[src/rtl/prt_scaler_vsc_if.sv]
// Control/handshake bundle for the vertical scaler line sequencer.
//   master : drives run enable, frame config, sync inputs and the fetch ack;
//            observes line-buffer commands, line outputs and status.
//   slave  : the sequencer itself (prt_scaler_vsc).
// Signals:
//   ctl_run        run enable; low forces idle and clears all outputs
//   cfg_src_lines  source active lines per frame
//   cfg_dst_lines  output active lines per frame
//   cfg_step       src/dst step, Q1.P_FRAC
//   vs, hs         vsync / hsync, rising edge marks frame / line start
//   src_ack        upstream reader accepted the pending source-line request
//   src_req        source-line fetch request, level, held until acked
//   lb_adv         one-cycle pulse: shift next source line into line buffer
//   line_en        current output line valid
//   last           bottom source line absent, datapath repeats top line
//   phase          bottom-line blend weight for current output line
//   sta_ufl        sticky: advance issued while a request was still pending
//   sta_busy       sequencer is mid-frame
interface prt_scaler_vsc_if #(
  parameter int P_LINE_W = 11,
  parameter int P_FRAC   = 12,
  parameter int P_PHASE  = 8
);
  logic                ctl_run;
  logic [P_LINE_W-1:0] cfg_src_lines;
  logic [P_LINE_W-1:0] cfg_dst_lines;
  logic [P_FRAC:0]     cfg_step;
  logic                vs;
  logic                hs;
  logic                src_ack;
  logic                src_req;
  logic                lb_adv;
  logic                line_en;
  logic                last;
  logic [P_PHASE-1:0]  phase;
  logic                sta_ufl;
  logic                sta_busy;

  modport master (
    output ctl_run, cfg_src_lines, cfg_dst_lines, cfg_step, vs, hs, src_ack,
    input  src_req, lb_adv, line_en, last, phase, sta_ufl, sta_busy
  );

  modport slave (
    input  ctl_run, cfg_src_lines, cfg_dst_lines, cfg_step, vs, hs, src_ack,
    output src_req, lb_adv, line_en, last, phase, sta_ufl, sta_busy
  );
endinterface

[src/rtl/prt_scaler_vsc.sv]
// Vertical scaler line sequencer (upscale 1x..2x).
// Primes the two-line buffer at frame start, then on every hsync computes the
// active source-line pair and blend phase, pulses line-buffer advances and
// handshakes source-line fetches with the upstream reader.
// Ports:
//   clk    system clock
//   rst_n  asynchronous active-low reset
//   bus    prt_scaler_vsc_if.slave (config, syncs, fetch handshake, outputs)
//
// state  | meaning
// -------+----------------------------------------------------------
// IDLE   | waiting for first vsync after reset / run enable
// PRIME0 | next hsync loads first source line into the line buffer
// PRIME1 | next hsync loads second source line
// RUN    | one output line per hsync; advance buffer when index moves
// DONE   | frame complete (or degenerate config); hsync ignored
module prt_scaler_vsc #(
  parameter int P_LINE_W = 11,
  parameter int P_FRAC   = 12,
  parameter int P_PHASE  = 8
) (
  input  logic             clk,
  input  logic             rst_n,
  prt_scaler_vsc_if.slave  bus
);

  localparam int ACC_W = P_LINE_W + P_FRAC;
  localparam logic [P_FRAC:0] STEP_ONE  = {1'b1, {P_FRAC{1'b0}}};
  localparam logic [P_FRAC:0] STEP_HALF = {2'b01, {(P_FRAC-1){1'b0}}};

  typedef enum logic [2:0] {
    S_IDLE, S_PRIME0, S_PRIME1, S_RUN, S_DONE
  } state_t;

  state_t              state;
  logic                vs_d, hs_d;
  logic [P_LINE_W-1:0] src_lines, dst_lines;
  logic [P_FRAC:0]     step;
  logic [ACC_W-1:0]    acc;
  logic [P_LINE_W-1:0] olc, loaded;

  logic                src_req_q, lb_adv_q, line_en_q, last_q, ufl_q, busy_q;
  logic [P_PHASE-1:0]  phase_q;

  logic                vs_re, hs_re, cfg_bad, is_last, need_adv, adv_now;
  logic [P_FRAC:0]     step_clamped;
  logic [ACC_W-1:0]    acc_next;
  logic [P_LINE_W-1:0] line_idx, next_idx;

  assign vs_re = bus.vs & ~vs_d;
  assign hs_re = bus.hs & ~hs_d;

  always_comb begin
    step_clamped = bus.cfg_step;
    if (bus.cfg_step == '0 || bus.cfg_step > STEP_ONE) step_clamped = STEP_ONE;
    else if (bus.cfg_step < STEP_HALF)                  step_clamped = STEP_HALF;
  end

  assign cfg_bad  = (bus.cfg_dst_lines == '0) || (bus.cfg_src_lines < P_LINE_W'(2));

  assign line_idx = acc[ACC_W-1:P_FRAC];
  assign acc_next = acc + ACC_W'(step);
  assign next_idx = acc_next[ACC_W-1:P_FRAC];
  // Bottom line of the pair (index+1) falls past the last source line.
  assign is_last  = ({1'b0, line_idx} + (P_LINE_W+1)'(1)) >= {1'b0, src_lines};
  // Advance only when the integer index moves and unfetched lines remain.
  assign need_adv = (next_idx > line_idx) && (loaded < src_lines);

  always_comb begin
    adv_now = 1'b0;
    if (hs_re && !vs_re) begin
      case (state)
        S_PRIME0, S_PRIME1: adv_now = 1'b1;
        S_RUN:              adv_now = (olc != dst_lines) && need_adv;
        default:            adv_now = 1'b0;
      endcase
    end
  end

  always_ff @(posedge clk or negedge rst_n) begin
    if (!rst_n) begin
      state     <= S_IDLE;
      vs_d      <= 1'b0;
      hs_d      <= 1'b0;
      src_lines <= '0;
      dst_lines <= '0;
      step      <= '0;
      acc       <= '0;
      olc       <= '0;
      loaded    <= '0;
      src_req_q <= 1'b0;
      lb_adv_q  <= 1'b0;
      line_en_q <= 1'b0;
      last_q    <= 1'b0;
      phase_q   <= '0;
      ufl_q     <= 1'b0;
      busy_q    <= 1'b0;
    end else begin
      vs_d <= bus.vs;
      hs_d <= bus.hs;
      if (!bus.ctl_run) begin
        state     <= S_IDLE;
        acc       <= '0;
        olc       <= '0;
        loaded    <= '0;
        src_req_q <= 1'b0;
        lb_adv_q  <= 1'b0;
        line_en_q <= 1'b0;
        last_q    <= 1'b0;
        phase_q   <= '0;
        ufl_q     <= 1'b0;
        busy_q    <= 1'b0;
      end else begin
        lb_adv_q <= adv_now;
        // A new request takes priority over an ack arriving the same cycle.
        if (adv_now)                  src_req_q <= 1'b1;
        else if (src_req_q && bus.src_ack) src_req_q <= 1'b0;
        if (adv_now && src_req_q)     ufl_q <= 1'b1;

        if (vs_re) begin
          src_lines <= bus.cfg_src_lines;
          dst_lines <= bus.cfg_dst_lines;
          step      <= step_clamped;
          acc       <= '0;
          olc       <= '0;
          loaded    <= '0;
          ufl_q     <= 1'b0;
          line_en_q <= 1'b0;
          last_q    <= 1'b0;
          phase_q   <= '0;
          if (cfg_bad) begin
            state  <= S_DONE;
            busy_q <= 1'b0;
          end else begin
            state  <= S_PRIME0;
            busy_q <= 1'b1;
          end
        end else if (hs_re) begin
          case (state)
            S_PRIME0: begin
              loaded <= P_LINE_W'(1);
              state  <= S_PRIME1;
            end
            S_PRIME1: begin
              loaded <= P_LINE_W'(2);
              state  <= S_RUN;
            end
            S_RUN: begin
              if (olc == dst_lines) begin
                line_en_q <= 1'b0;
                last_q    <= 1'b0;
                phase_q   <= '0;
                busy_q    <= 1'b0;
                state     <= S_DONE;
              end else begin
                line_en_q <= 1'b1;
                last_q    <= is_last;
                phase_q   <= is_last ? '0 : acc[P_FRAC-1 -: P_PHASE];
                if (need_adv) loaded <= loaded + P_LINE_W'(1);
                acc <= acc_next;
                olc <= olc + P_LINE_W'(1);
              end
            end
            default: ;
          endcase
        end
      end
    end
  end

  assign bus.src_req  = src_req_q;
  assign bus.lb_adv   = lb_adv_q;
  assign bus.line_en  = line_en_q;
  assign bus.last     = last_q;
  assign bus.phase    = phase_q;
  assign bus.sta_ufl  = ufl_q;
  assign bus.sta_busy = busy_q;

endmodule

[src/flat_wrapper.sv]
// flat-port wrapper written by rule: the top's interface ports become plain ports
module prt_scaler_vsc_flat 
#(
  parameter int P_LINE_W = 11,
  parameter int P_FRAC   = 12,
  parameter int P_PHASE  = 8
)
  (clk, rst_n, bus_ctl_run, bus_cfg_src_lines, bus_cfg_dst_lines, bus_cfg_step, bus_vs, bus_hs, bus_src_ack, bus_src_req, bus_lb_adv, bus_line_en, bus_last, bus_phase, bus_sta_ufl, bus_sta_busy);
  prt_scaler_vsc_if #(.P_LINE_W(P_LINE_W), .P_FRAC(P_FRAC), .P_PHASE(P_PHASE)) bus_i ();
  input  logic clk;
  input  logic rst_n;
  input wire logic [$bits(bus_i.ctl_run)-1:0] bus_ctl_run;
  input wire logic [$bits(bus_i.cfg_src_lines)-1:0] bus_cfg_src_lines;
  input wire logic [$bits(bus_i.cfg_dst_lines)-1:0] bus_cfg_dst_lines;
  input wire logic [$bits(bus_i.cfg_step)-1:0] bus_cfg_step;
  input wire logic [$bits(bus_i.vs)-1:0] bus_vs;
  input wire logic [$bits(bus_i.hs)-1:0] bus_hs;
  input wire logic [$bits(bus_i.src_ack)-1:0] bus_src_ack;
  output wire logic [$bits(bus_i.src_req)-1:0] bus_src_req;
  output wire logic [$bits(bus_i.lb_adv)-1:0] bus_lb_adv;
  output wire logic [$bits(bus_i.line_en)-1:0] bus_line_en;
  output wire logic [$bits(bus_i.last)-1:0] bus_last;
  output wire logic [$bits(bus_i.phase)-1:0] bus_phase;
  output wire logic [$bits(bus_i.sta_ufl)-1:0] bus_sta_ufl;
  output wire logic [$bits(bus_i.sta_busy)-1:0] bus_sta_busy;
  assign bus_i.ctl_run = bus_ctl_run;
  assign bus_i.cfg_src_lines = bus_cfg_src_lines;
  assign bus_i.cfg_dst_lines = bus_cfg_dst_lines;
  assign bus_i.cfg_step = bus_cfg_step;
  assign bus_i.vs = bus_vs;
  assign bus_i.hs = bus_hs;
  assign bus_i.src_ack = bus_src_ack;
  assign bus_src_req = bus_i.src_req;
  assign bus_lb_adv = bus_i.lb_adv;
  assign bus_line_en = bus_i.line_en;
  assign bus_last = bus_i.last;
  assign bus_phase = bus_i.phase;
  assign bus_sta_ufl = bus_i.sta_ufl;
  assign bus_sta_busy = bus_i.sta_busy;
  prt_scaler_vsc #(.P_LINE_W(P_LINE_W), .P_FRAC(P_FRAC), .P_PHASE(P_PHASE)) u_core (.clk(clk), .rst_n(rst_n), .bus(bus_i));
endmodule
[config.mk]
export PLATFORM = sky130hd
export DESIGN_NAME = prt_scaler_vsc_flat
export DESIGN_NICKNAME = d
export VERILOG_FILES = /design/src/rtl/prt_scaler_vsc_if.sv /design/src/rtl/prt_scaler_vsc.sv /design/src/flat_wrapper.sv
export SDC_FILE = /design/constraint.sdc
export NUM_CORES = 1
export LEC_CHECK = 0
export ABC_CLOCK_PERIOD_IN_PS = 5000
export CAP_MARGIN = 0
export CORE_MARGIN = 2
export CORE_UTILIZATION = 40
export CTS_CLUSTER_SIZE = 10
export DETAILED_ROUTE_END_ITERATION = 10
export PLACE_DENSITY = 0.67
export SYNTH_ARGS = -nofsm -noshare
export SYNTH_HDL_FRONTEND = slang
export SYNTH_SLANG_ARGS = --single-unit
[constraint.sdc]
create_clock -name clk -period 5 [get_ports clk]
set_input_delay 0.75 -clock clk [delete_from_list [all_inputs] [get_ports clk]]
set_output_delay 0.75 -clock clk [all_outputs]
set_load 0.01 [all_outputs]
==> results.cfg <==
[run_status]
status = completed

[worst_setup_path]
critPathMaxFanout = 11
end_kind = flip-flop
arrival_ps = 4940
r2r_cells = 19
worst_setup_path_start_kind = flip-flop
cp.required_ps = 5280
path_class = flip-flop to flip-flop

[clock_network]
clock_path_buffers = 2
cts_root_buf = clkbuf_16
ctsHoldBuffers = 0
cts_tree = done
numCtsBuffers = 9
clkLatencyLatePin_ps = 360
cts.sinks = 99
clk_pin_slew_worst_paths_ps = 70
cts_max_level = 3

[cells_and_area]
regArea_sq_um = 2480
layout-drive-gt1-share = 0.0852
final_nets = 737
multi_input_area_sq_um = 3260
num-fill-cells = 1361
diodes = 0
area_growth_pct = 17.2

[grt]
grt.total_usage = 0.188
grt_pass1_vias = 4765
grt_pass1_wl_um = 24000
antenna_found_initial = 0
grt_max_degree = 68
grt_overflow = 0

[routing]
avgRoutedWirePerCell_um = 17.1
vias_per_cell = 5.63
num_vias = 4739
drc = 0
drt-total-wl_um = 14400
dr.pass1.iters = 5
drtIter0Drc = 387
ant_nets = 0

[pwr]
powerDensity_nw_per_um2 = 264
irDropWorstVdd_uv = 156
power_leakage_nw = 3.02
power_mw = 1.83

[synthesis]
syn_area_sq_um = 5920
synth-seq-cells = 99
syn_inst = 605
ys_seq_area_frac = 0.418
synth_warnings = 0
avgSynthCellArea_sq_um = 9.79
syn_nets = 690
async_flop_share = 1.00
synth_ff_type = dfrtp_1
synth_edf_count = 0
synth_cell_types = 57

[placement]
hpwl_um = 10500
gp_routability_congestion = 0.943
io_buffer_count = 54

[timing]
fmax_mhz = 215
finalSetupTns_ps = 0
relSlewSlack = 0.302
rsz0062_at_grt = false
worstMarginPinSlew_ps = 1040
finalCriticalPeriod_ps = 4660
finalHoldViolCount = 0
min_period_over_period = 0.931
finalClockSkew_ps = 8.51
setup_violations = 0
drv_slew = 0

[die]
die_h_um = 126
die_area_sq_um = 15800
coreArea_sq_um = 14500
initial_core_util = 0.409
std_cell_rows = 44
die_w_um = 126
boundaryPins = 55

[min_path]
whs_path_depth = 1
hp-class = flip-flop to flip-flop

[job]
drv_cap = 0
cells by family (layout without fill, tap and decap cells):
kind of cell,after synthesis,count (layout),share of synthesized area
AOI/OAI and AO/OA,143,143,0.164
DFF,99,99,0.418
adders and majority gates,44,44,0.0942
and+or+nand+nor,194,194,0.169
muxes,28,28,0.0520
buffers and inverters,51,103,0.0340
xor gates and xnor gates,46,46,0.0680
cell type report:
type,count,area share
multi-input cells,455,0.470
flip-flops and latches,99,0.357
repair buffers,62,0.0862
clock buffers,11,0.0350
well taps,184,0.0332
inverters,25,0.0135
clock inverters,5,0.00541
metal layers:
metal	up-vias	wire (um)	GRT usage
met4	0	306	0.0739
met3	21	483	0.0242
met1	2322	6570	0.250
met5	-	0	0
li1	2297	-	-
met2	99	7020	0.314
cell usage after synthesis (5+ instances only):
cell type / number / area [sq um]
nand2_1: 57 / 214
and3_1: 5 / 31.3
nor2b_1: 6 / 37.5
nand4_1: 13 / 81.3
a21o_1: 6 / 45.0
buf_2: 8 / 40.0
o21a_1: 7 / 52.6
o21ai_0: 34 / 170
ha_1: 43 / 538
inv_1: 25 / 93.8
or3_1: 10 / 62.6
a22o_1: 22 / 193
nor2_1: 33 / 124
mux2_2: 22 / 248
a21oi_1: 31 / 155
nand3_1: 14 / 70.1
nand2b_1: 7 / 43.8
clkbuf_1: 17 / 63.8
nor3_1: 12 / 60.1
mux2i_1: 6 / 60.1
nor4_1: 10 / 62.6
o211ai_1: 6 / 45.0
dfrtp_1: 99 / 2480
xnor2_1: 33 / 289
xor2_1: 13 / 114
o31ai_1: 7 / 52.6
final timing paths:
kind,slack (ps),from,endpoint
hold / removal,490,u_core.step[11],u_core.step[11]
setup / recovery,340,u_core.acc[1],u_core.loaded[10]
min in group asynchronous,500,rst_n,u_core.dst_lines[9]
setup reg to reg,340,u_core.acc[1],u_core.loaded[10]
hold reg to reg,490,u_core.step[11],u_core.step[11]
max in group asynchronous,3560,rst_n,u_core.state[0]
registers in the layout, indices dropped and copies added (netlist names):
register	count
u_core.loaded	11
u_core.hs_d	1
u_core.src_lines	11
u_core.bus.src_req	1
u_core.bus.phase	8
u_core.vs_d	1
u_core.dst_lines	11
u_core.bus.line_en	1
u_core.bus.lb_adv	1
u_core.acc	23
u_core.olc	11
u_core.bus.sta_ufl	1
u_core.bus.last	1
u_core.step	13
u_core.state	3
u_core.bus.sta_busy	1
critical path, stage by stage (launching register included):
cell and delay [ps]:
dfrtp_1 410, ha_1 310, a21o_1 160, a21oi_1 210, o21bai_1 110, a21oi_2 180, o21bai_1 110, o221ai_1 260
a211oi_2 150, a31oi_2 280, nor3b_1 90, ha_1 310, xor2_1 170, and2_1 170, nand2_1 90, nor4b_1 70
a221o_1 460, a311o_2 480, or4_1 420, a21oi_1 150
stage by stage:
step,setup slack (ps),hold WS (ps),instance area (sq um),util,instances
after floorplan,711,454,5920,-,605
after global placement,295,470,6630,0.458,823
after detailed placement,191,475,6630,0.458,823
after CTS,146,491,6910,0.477,839
after global routing,58.4,520,6940,0.479,841
final,345,487,6940,0.479,841
cell usage in the layout (no fill, tap or decap), types with 12 or more instances in the layout:
master,instances
dfrtp_1,99
nand2_1,57
clkdlybuf4s50_1,53
ha_1,43
o21ai_0,34
xnor2_1,33
nor2_1,33
a21oi_1,30
inv_1,25
a22o_1,22
mux2_2,22
nand3_1,14
nand4_1,13
xor2_1,13
nor3_1,12
report_power, final:
| group | total, mW | switching, mW | internal (mW) |
|---|---|---|---|
| Combinational | 0.274 | 0.142 | 0.132 |
| Sequential | 0.889 | 0.0372 | 0.852 |
| Clock | 0.671 | 0.318 | 0.353 |
| Total | 1.83 | 0.497 | 1.34 |
timing repair:
item | in CTS | in global routing
endpoints found under the setup margin | 0 | 7
buffers inserted | 0 | 2
gates resized for setup | 0 | 4
Power figures use the tool's default switching activity.
